**config.mk**
```make
export PLATFORM = sky130hd
export DESIGN_NAME = mul_share_arb
export DESIGN_NICKNAME = d
export VERILOG_FILES = /design/src/rtl/mul_share_arb.sv
export SDC_FILE = /design/constraint.sdc
export NUM_CORES = 1
export LEC_CHECK = 0
export CELL_PAD_IN_SITES_DETAIL_PLACEMENT = 1
export CELL_PAD_IN_SITES_GLOBAL_PLACEMENT = 2
export CORE_MARGIN = 2
export CORE_UTILIZATION = 22
export DETAILED_ROUTE_END_ITERATION = 8
export PLACE_DENSITY = 0.95
export SLEW_MARGIN = 20
export SYNTH_ARGS = -nofsm -noshare
export SYNTH_HDL_FRONTEND = slang
export SYNTH_SLANG_ARGS = --single-unit
export TNS_END_PERCENT = 1
```
**constraint.sdc**
```tcl
create_clock -name clk -period 3 [get_ports clk]
set_input_delay 0.9 -clock clk [delete_from_list [all_inputs] [get_ports clk]]
set_output_delay 0.9 -clock clk [all_outputs]
set_load 0.005 [all_outputs]
```
**src/rtl/mul_share_arb.sv**
```systemverilog
// Round-robin arbiter that time-shares one non-pipelined 32x32->32 multiplier
// among N requesters, with a watchdog that aborts a hung multiply.
module mul_share_arb #(
  parameter int unsigned N       = 4,
  parameter int unsigned TIMEOUT = 16
) (
  input  logic            clk,
  input  logic            rst,
  input  logic [N-1:0]    req,
  input  logic [32*N-1:0] p0,
  input  logic [32*N-1:0] p1,
  output logic [N-1:0]    ack,
  output logic            err,
  output logic [31:0]     out,
  output logic            busy,
  output logic            mul_req,
  output logic [31:0]     mul_p0,
  output logic [31:0]     mul_p1,
  input  logic            mul_ack,
  input  logic [31:0]     mul_out
);

  localparam int unsigned GW = (N > 1) ? $clog2(N) : 1;
  localparam int unsigned TW = $clog2(TIMEOUT);
  localparam logic [GW-1:0] LAST_IDX = GW'(N - 1);
  localparam logic [TW-1:0] TMAX     = TW'(TIMEOUT - 1);

  typedef enum logic [1:0] {
    S_IDLE,
    S_ISSUE,
    S_WAIT,
    S_RESP
  } state_t;

  state_t             state_q;
  logic [GW-1:0]      last_grant_q;
  logic [GW-1:0]      g_q;
  logic [TW-1:0]      timer_q;
  logic [N-1:0]       ack_q;
  logic               err_q;
  logic               busy_q;
  logic               mul_req_q;
  logic [31:0]        out_q;
  logic [31:0]        mul_p0_q;
  logic [31:0]        mul_p1_q;

  logic [N-1:0][31:0] p0_a;
  logic [N-1:0][31:0] p1_a;
  logic [GW-1:0]      cand_c;
  logic [GW-1:0]      pick_c;

  assign p0_a = p0;
  assign p1_a = p1;

  // Scan from lowest to highest priority so the last hit (closest after
  // last_grant) wins.
  always_comb begin
    cand_c = '0;
    pick_c = '0;
    for (int off = int'(N); off >= 1; off--) begin
      cand_c = GW'((int'(last_grant_q) + off) % int'(N));
      if (req[cand_c]) pick_c = cand_c;
    end
  end

  always_ff @(posedge clk or negedge rst) begin
    if (!rst) begin
      state_q      <= S_IDLE;
      last_grant_q <= LAST_IDX;
      g_q          <= '0;
      timer_q      <= '0;
      ack_q        <= '0;
      err_q        <= 1'b0;
      busy_q       <= 1'b0;
      mul_req_q    <= 1'b0;
      out_q        <= '0;
      mul_p0_q     <= '0;
      mul_p1_q     <= '0;
    end else begin
      case (state_q)
        S_IDLE: begin
          if (|req) begin
            g_q       <= pick_c;
            mul_p0_q  <= p0_a[pick_c];
            mul_p1_q  <= p1_a[pick_c];
            mul_req_q <= 1'b1;
            busy_q    <= 1'b1;
            state_q   <= S_ISSUE;
          end
        end
        S_ISSUE: begin
          mul_req_q <= 1'b0;
          timer_q   <= '0;
          state_q   <= S_WAIT;
        end
        S_WAIT: begin
          // A completion in the expiry cycle still counts as a real result.
          if (mul_ack) begin
            out_q   <= mul_out;
            ack_q   <= N'(1) << g_q;
            err_q   <= 1'b0;
            state_q <= S_RESP;
          end else if (timer_q == TMAX) begin
            out_q   <= '0;
            ack_q   <= N'(1) << g_q;
            err_q   <= 1'b1;
            state_q <= S_RESP;
          end else begin
            timer_q <= timer_q + TW'(1);
          end
        end
        S_RESP: begin
          ack_q        <= '0;
          err_q        <= 1'b0;
          busy_q       <= 1'b0;
          last_grant_q <= g_q;
          state_q      <= S_IDLE;
        end
        default: state_q <= S_IDLE;
      endcase
    end
  end

  assign ack     = ack_q;
  assign err     = err_q;
  assign out     = out_q;
  assign busy    = busy_q;
  assign mul_req = mul_req_q;
  assign mul_p0  = mul_p0_q;
  assign mul_p1  = mul_p1_q;

endmodule

```
==> flow_summary.yaml, run 1 <==
outcome:
  outcome: "complete, no violations"
finish:
  register_area_sq_um: 2830
  area_growth_pct: 84.5
  drive_gt1_frac: 0.0649
  finish.utilization: 0.410
  nFillCells: 2935
  fin_nets: 1213
  multiInputGateArea_sq_um: 2820
die:
  core_sq_um: 26700
  io_pins: 398
  die_w_um: 168
  dieArea_sq_um: 28400
  start_util: 0.223
  die_h_um: 168
  rows: 60
synthesis:
  yosys_register_bits: 113
  synth_area_leaders: "dfrtp_1 (47%), mux2i_1 (22%), o221ai_1 (9.4%)"
  syn_area_per_cell_sq_um: 11.4
  syn_inst: 520
  synthFlopType: "dfrtp_1"
  synth.most_common_cell: "mux2i_1"
  synth_edf_count: 0
  yosysWarnings: 0
  yosysTopAreaCellShare: 0.467
  yosysTopAreaCell: "dfrtp_1"
  synthTopCellsByCount: "mux2i_1 (129), dfrtp_1 (111), nand2_1 (81), o221ai_1 (64), a22o_1 (32)"
  synth_nets: 821
  ys_types: 35
  yosysSeqAreaShare: 0.476
  async_reset_ff_frac: 1.00
  synth_area_sq_um: 5950
global_route:
  antenna_found_initial: 1
  gr-usage-all-layers: 0.173
  first_global_vias: 6608
  grt_pass1_wl_mm: 37.7
  grt_start_max_net_pins: 114
  grt_overflow: 0
power_and_ir_drop:
  vdd_drop_max_uv: 550
  swShare: 0.345
  p_leak_nw: 4.83
  power_switching_mw: 3.37
  power.density_nw_per_um2: 891
  fin_total_pwr_mw: 9.78
  power.internal_mw: 6.41
  seq_power_share: 0.279
  clockPowerShare: 0.227
  comb_power_share: 0.494
clock_network:
  ctsResizeCount: 0
  clock-sinks: 113
  cts_tree: "built"
  ctsHtreeMaxLevel: 4
  clk_path_buf_depth: 2
  post-cts-setup-buffers: 0
  clock_latency_ns: 0.42
  cts_hold_buf: 0
  clock-root-buffer: "clkbuf_16"
  cts_made_buffers: 17
  path_clk_slew_ns: 0.06
placement:
  post-place-ws_ns: -0.0703
  gp_congestion: 0.787
  dpl.hpwl_mm: 18.8
  port_buffers: 397
setup_path:
  cpPeakStageDelay_ns: 0.58
  cpMostUsedCell: "buf_12"
  end_kind: "flop"
  critPathLaunchType: "primary input"
  crit_buf_inv: 3
  crit_required_ns: 3.27
  crit_arrival_ns: 2.89
  crit_chain: "clkdlybuf4s50_1, and2b_1, a21oi_2, o221ai_4, buf_12, buf_12, mux2i_1, o221ai_1"
  crit_type: "in2reg"
  crit_slowest_cell: "clkdlybuf4s50_1"
  worst-path-max-fanout: 21
  crit_family: "buffers and inverters"
sta:
  max_slew.worst_pin.slew_ns: 0.661
  fin_tns_setup_ns: 0
  hold_violations: 0
  maxSlewViolCount: 0
  setup_viol_count_final: 0
  holdWs_ns: 0.486
  finalCritPeriodShare: 0.872
  relSlewSlack: 0.559
  fmax_mhz: 382
  grt_setup_unrepaired: "no"
  setup_ws_ns: 0.385
  finalCriticalPeriod_ns: 2.62
  finClkSkew_ns: 0.0158
route:
  routed_wl_mm: 24.9
  drt_iter0_drc: 223
  wire_per_inst_um: 19.7
  routed_via_density: 4.70
  drc: 0
  first_pass_iters: 4
  met1_length_mm: 9.97
  wl_met3_mm: 2.02
  met2_length_mm: 12.5
  vias: 5956
  ant_nets: 0
  routed.top_layer: "met4"
job:
  maxCapViolCount: 0
worst_hold_path:
  min_path_type: "reg2reg"
==> metrics by stage <==
step,instances,cell area (sq um)
floorplan,520,5950
global placement,1234,10300
detailed placement,1234,10300
CTS,1266,11000
global route,1267,11000
finish,1267,11000
==> metal layers <==
metal | global-route usage | vias up
met2 | 0.310 | 253
met5 | 0 | -
li1 | - | 2748
met4 | 0.0510 | 0
met1 | 0.195 | 2930
met3 | 0.0581 | 25
==> worst reg2reg max path, delay by kind of cell, from the launching register on <==
kind	cells	cell delay, ns
mux	1	0.32
simple gates	1	0.15
compound gates	3	0.51
flops	1	0.60
buf+inv	2	0.41
==> cell type report <==
class / instances / area share
multi-input cells: 360 / 0.257
flip-flops and latches: 113 / 0.258
clock inverters: 14 / 0.0186
well taps: 341 / 0.0389
inverters: 4 / 0.00137
repair buffers: 416 / 0.386
diodes: 1 / 0.000228
clock buffers: 18 / 0.0391
==> sequential cells by signal, indices dropped and copies added, names as in the netlist <==
name / cells
ack: 4
busy: 1
err: 1
g_q: 2
last_grant_q: 2
mul_p0: 32
mul_p1: 32
mul_req: 1
out: 32
state_q: 2
timer_q: 4
==> placed cells by master, fill, tap and decap left out, drive strengths merged <==
cell type	n
xor2	1
nor2b	2
nand2	82
buf	20
nand3b	2
dfrtp	111
a31oi	1
o22ai	1
ha	6
a21oi	6
o221ai	65
dfstp	2
mux2i	129
nor2	9
or2	1
and2	2
a31o	1
clkinv	3
clkdlybuf4s50	396
nor4	1
bufinv	4
o31ai	1
nand4	1
a22o	32
nand2b	4
and2b	1
mux2	1
inv	8
clkinvlp	3
diode	1
o41ai	2
clkbuf	18
o21ai	9
==> logic make-up after synthesis <==
family          count (synthesis)  share of synthesized area
compound gates                118                      0.167
simple gates                  105                     0.0743
xor+xnor                        1                    0.00147
buf+inv                        47                     0.0499
fa+ha+maj                       6                     0.0126
flops                         113                      0.476
mux                           130                      0.219
==> power groups by stage <==
stage	Sequential, mW	Combinational (mW)	Clock [mW]
floorplan	2.72	2.34	0
global placement	2.73	4.77	0
detailed placement	2.74	4.91	0
CTS	2.74	4.92	2.28
global route	2.83	5.24	2.35
finish	2.73	4.83	2.22
==> path summary, 6_finish.rpt <==
kind | start | end | slack [ns] | cells after the start
max | req[3] | mul_p1[3]$_DFFE_PN0P_ | 0.38 | 8
min | mul_p1[27]$_DFFE_PN0P_ | mul_p1[27]$_DFFE_PN0P_ | 0.49 | 2
max reg2reg | last_grant_q[1]$_DFFE_PN1P_ | mul_p1[3]$_DFFE_PN0P_ | 0.87 | 7
min reg2reg | mul_p1[27]$_DFFE_PN0P_ | mul_p1[27]$_DFFE_PN0P_ | 0.49 | 2
max in group asynchronous | rst | mul_p1[12]$_DFFE_PN0P_ | 1.92 | 2
min in group asynchronous | rst | ack[3]$_DFFE_PN0P_ | 0.57 | 2
(Power assumes the default switching activity.)
==> inputs of run 2 (changes only) <==
- GPL_TIMING_DRIVEN: default -> 1
- PLACE_DENSITY: 0.95 -> 0.94
==> flow_summary.yaml, run 2 (synthesized netlist as in run 1, its figures left out) <==
outcome:
  outcome: "complete, no violations"
placement:
  post-place-ws_ns: 0.0268
  dpl.hpwl_mm: 18.9
  placed_area_sq_um: 10400
  gp_congestion: 0.817
  placedCellCount: 1239
  port_buffers: 397
sta:
  hold_violations: 0
  finClkSkew_ns: 0.0106
  setup_ws_ns: 0.445
  max_slew.worst_pin.slew_ns: 0.596
  fin_tns_setup_ns: 0
  fmax_mhz: 391
  finalCriticalPeriod_ns: 2.56
  grt_setup_unrepaired: "no"
  relSlewSlack: 0.600
  finalCritPeriodShare: 0.852
  holdWs_ns: 0.331
  setup_viol_count_final: 0
  maxSlewViolCount: 0
global_route:
  grt_pass1_wl_mm: 38.5
  first_global_vias: 6759
  grt_overflow: 0
  gr-usage-all-layers: 0.175
  antenna_found_initial: 3
  grt_start_max_net_pins: 66
die:
  die_h_um: 168
  start_util: 0.223
  die_w_um: 168
  rows: 60
  dieArea_sq_um: 28400
  io_pins: 398
  core_sq_um: 26700
worst_hold_path:
  min_path_type: "in2async"
setup_path:
  crit_required_ns: 3.27
  critPathLaunchType: "primary input"
  end_kind: "flop"
  r2r-start: "last_grant_q[1]$_DFFE_PN1P_"
  r2r_end: "mul_p1[2]$_DFFE_PN0P_"
  rr_worst_depth: 7
  crit_type: "in2reg"
  crit_path_end: "mul_p1[2]$_DFFE_PN0P_"
  crit_arrival_ns: 2.82
  reg2reg_slack_ns: 0.93
  worst-path-max-fanout: 21
  startpoint: "req[3]"
route:
  routed_via_density: 4.74
  drc: 0
  drt_iter0_drc: 212
  routed_wl_mm: 25.3
  first_pass_iters: 4
  ant_nets: 0
  vias: 6030
  wire_per_inst_um: 19.9
finish:
  drive_gt1_frac: 0.0710
  fin_nets: 1218
  final_cells: 1273
  design_area_sq_um: 11000
  most-common-layout-cells: "clkdlybuf4s50_1 (396), mux2i_1 (129), dfrtp_1 (111)"
  area_growth_pct: 85.3
  finish.utilization: 0.412
  layout_commonest_cell: "clkdlybuf4s50_1"
power_and_ir_drop:
  vdd_drop_max_uv: 359
  p_leak_nw: 4.87
  power.density_nw_per_um2: 887
  fin_total_pwr_mw: 9.77
clock_network:
  clk_path_buf_depth: 2
  clock_latency_ns: 0.41
  cts_hold_buf: 0
  path_clk_slew_ns: 0.06
  cts_tree: "built"
  post-cts-setup-buffers: 0
  cts_made_buffers: 17
  clock-sinks: 113
  ctsHtreeMaxLevel: 4
  clock-root-buffer: "clkbuf_16"
  ctsResizeCount: 0
job:
  maxCapViolCount: 0
## run 2: cell count changes in the layout (fill, tap and decap cells not counted), sizes merged
cell      before  now
clkinvlp       3    0
diode          1    2
bufinv         4    3
clkinv         3    7
buf           20   25
## run 2: area by class of cell
type,count,area [sq um]
inverters,4,15.0
diodes,2,5.00
clock buffers,18,439
clock inverters,14,179
well taps,341,427
repair buffers,421,4300
fillers,2917,15700
multi-input cells,360,2820
flip-flops and latches,113,2830
## run 2: worst min-delay path by stage
| stage | cells past startpoint | slack (ns) | end | start |
|---|---|---|---|---|
| 2_1_floorplan | 2 | 0.47 | ack[0]$_DFFE_PN0P_ | ack[0]$_DFFE_PN0P_ |
| 3_3_place_gp | 2 | 0.46 | err$_DFFE_PN0P_ | err$_DFFE_PN0P_ |
| 3_5_place_dp | 2 | 0.47 | mul_p1[13]$_DFFE_PN0P_ | mul_p1[13]$_DFFE_PN0P_ |
| 4_1_cts | 1 | 0.31 | ack[0]$_DFFE_PN0P_ | rst |
| 5_1_grt | 1 | 0.31 | ack[0]$_DFFE_PN0P_ | rst |
| 6_report | 1 | 0.33 | mul_p1[29]$_DFFE_PN0P_ | rst |
## run 2: report_power, final
| part | internal, mW | switching (mW) |
|---|---|---|
| clock network | 1.34 | 0.833 |
| registers | 2.27 | 0.444 |
| logic | 2.77 | 2.11 |
## run 2: critical path, stage by stage
cell	delay, ns
clkdlybuf4s50_1	0.56
and2b_1	0.18
a21oi_2	0.05
o221ai_4	0.29
buf_12	0.25
buf_12	0.19
mux2i_1	0.22
o221ai_1	0.14
## run 2: metal layers
metal / track usage / share of wire
met1: 0.196 / 0.40
met3: 0.0578 / 0.076
met5: 0 / 0
met4: 0.0510 / 0.020
met2: 0.317 / 0.51
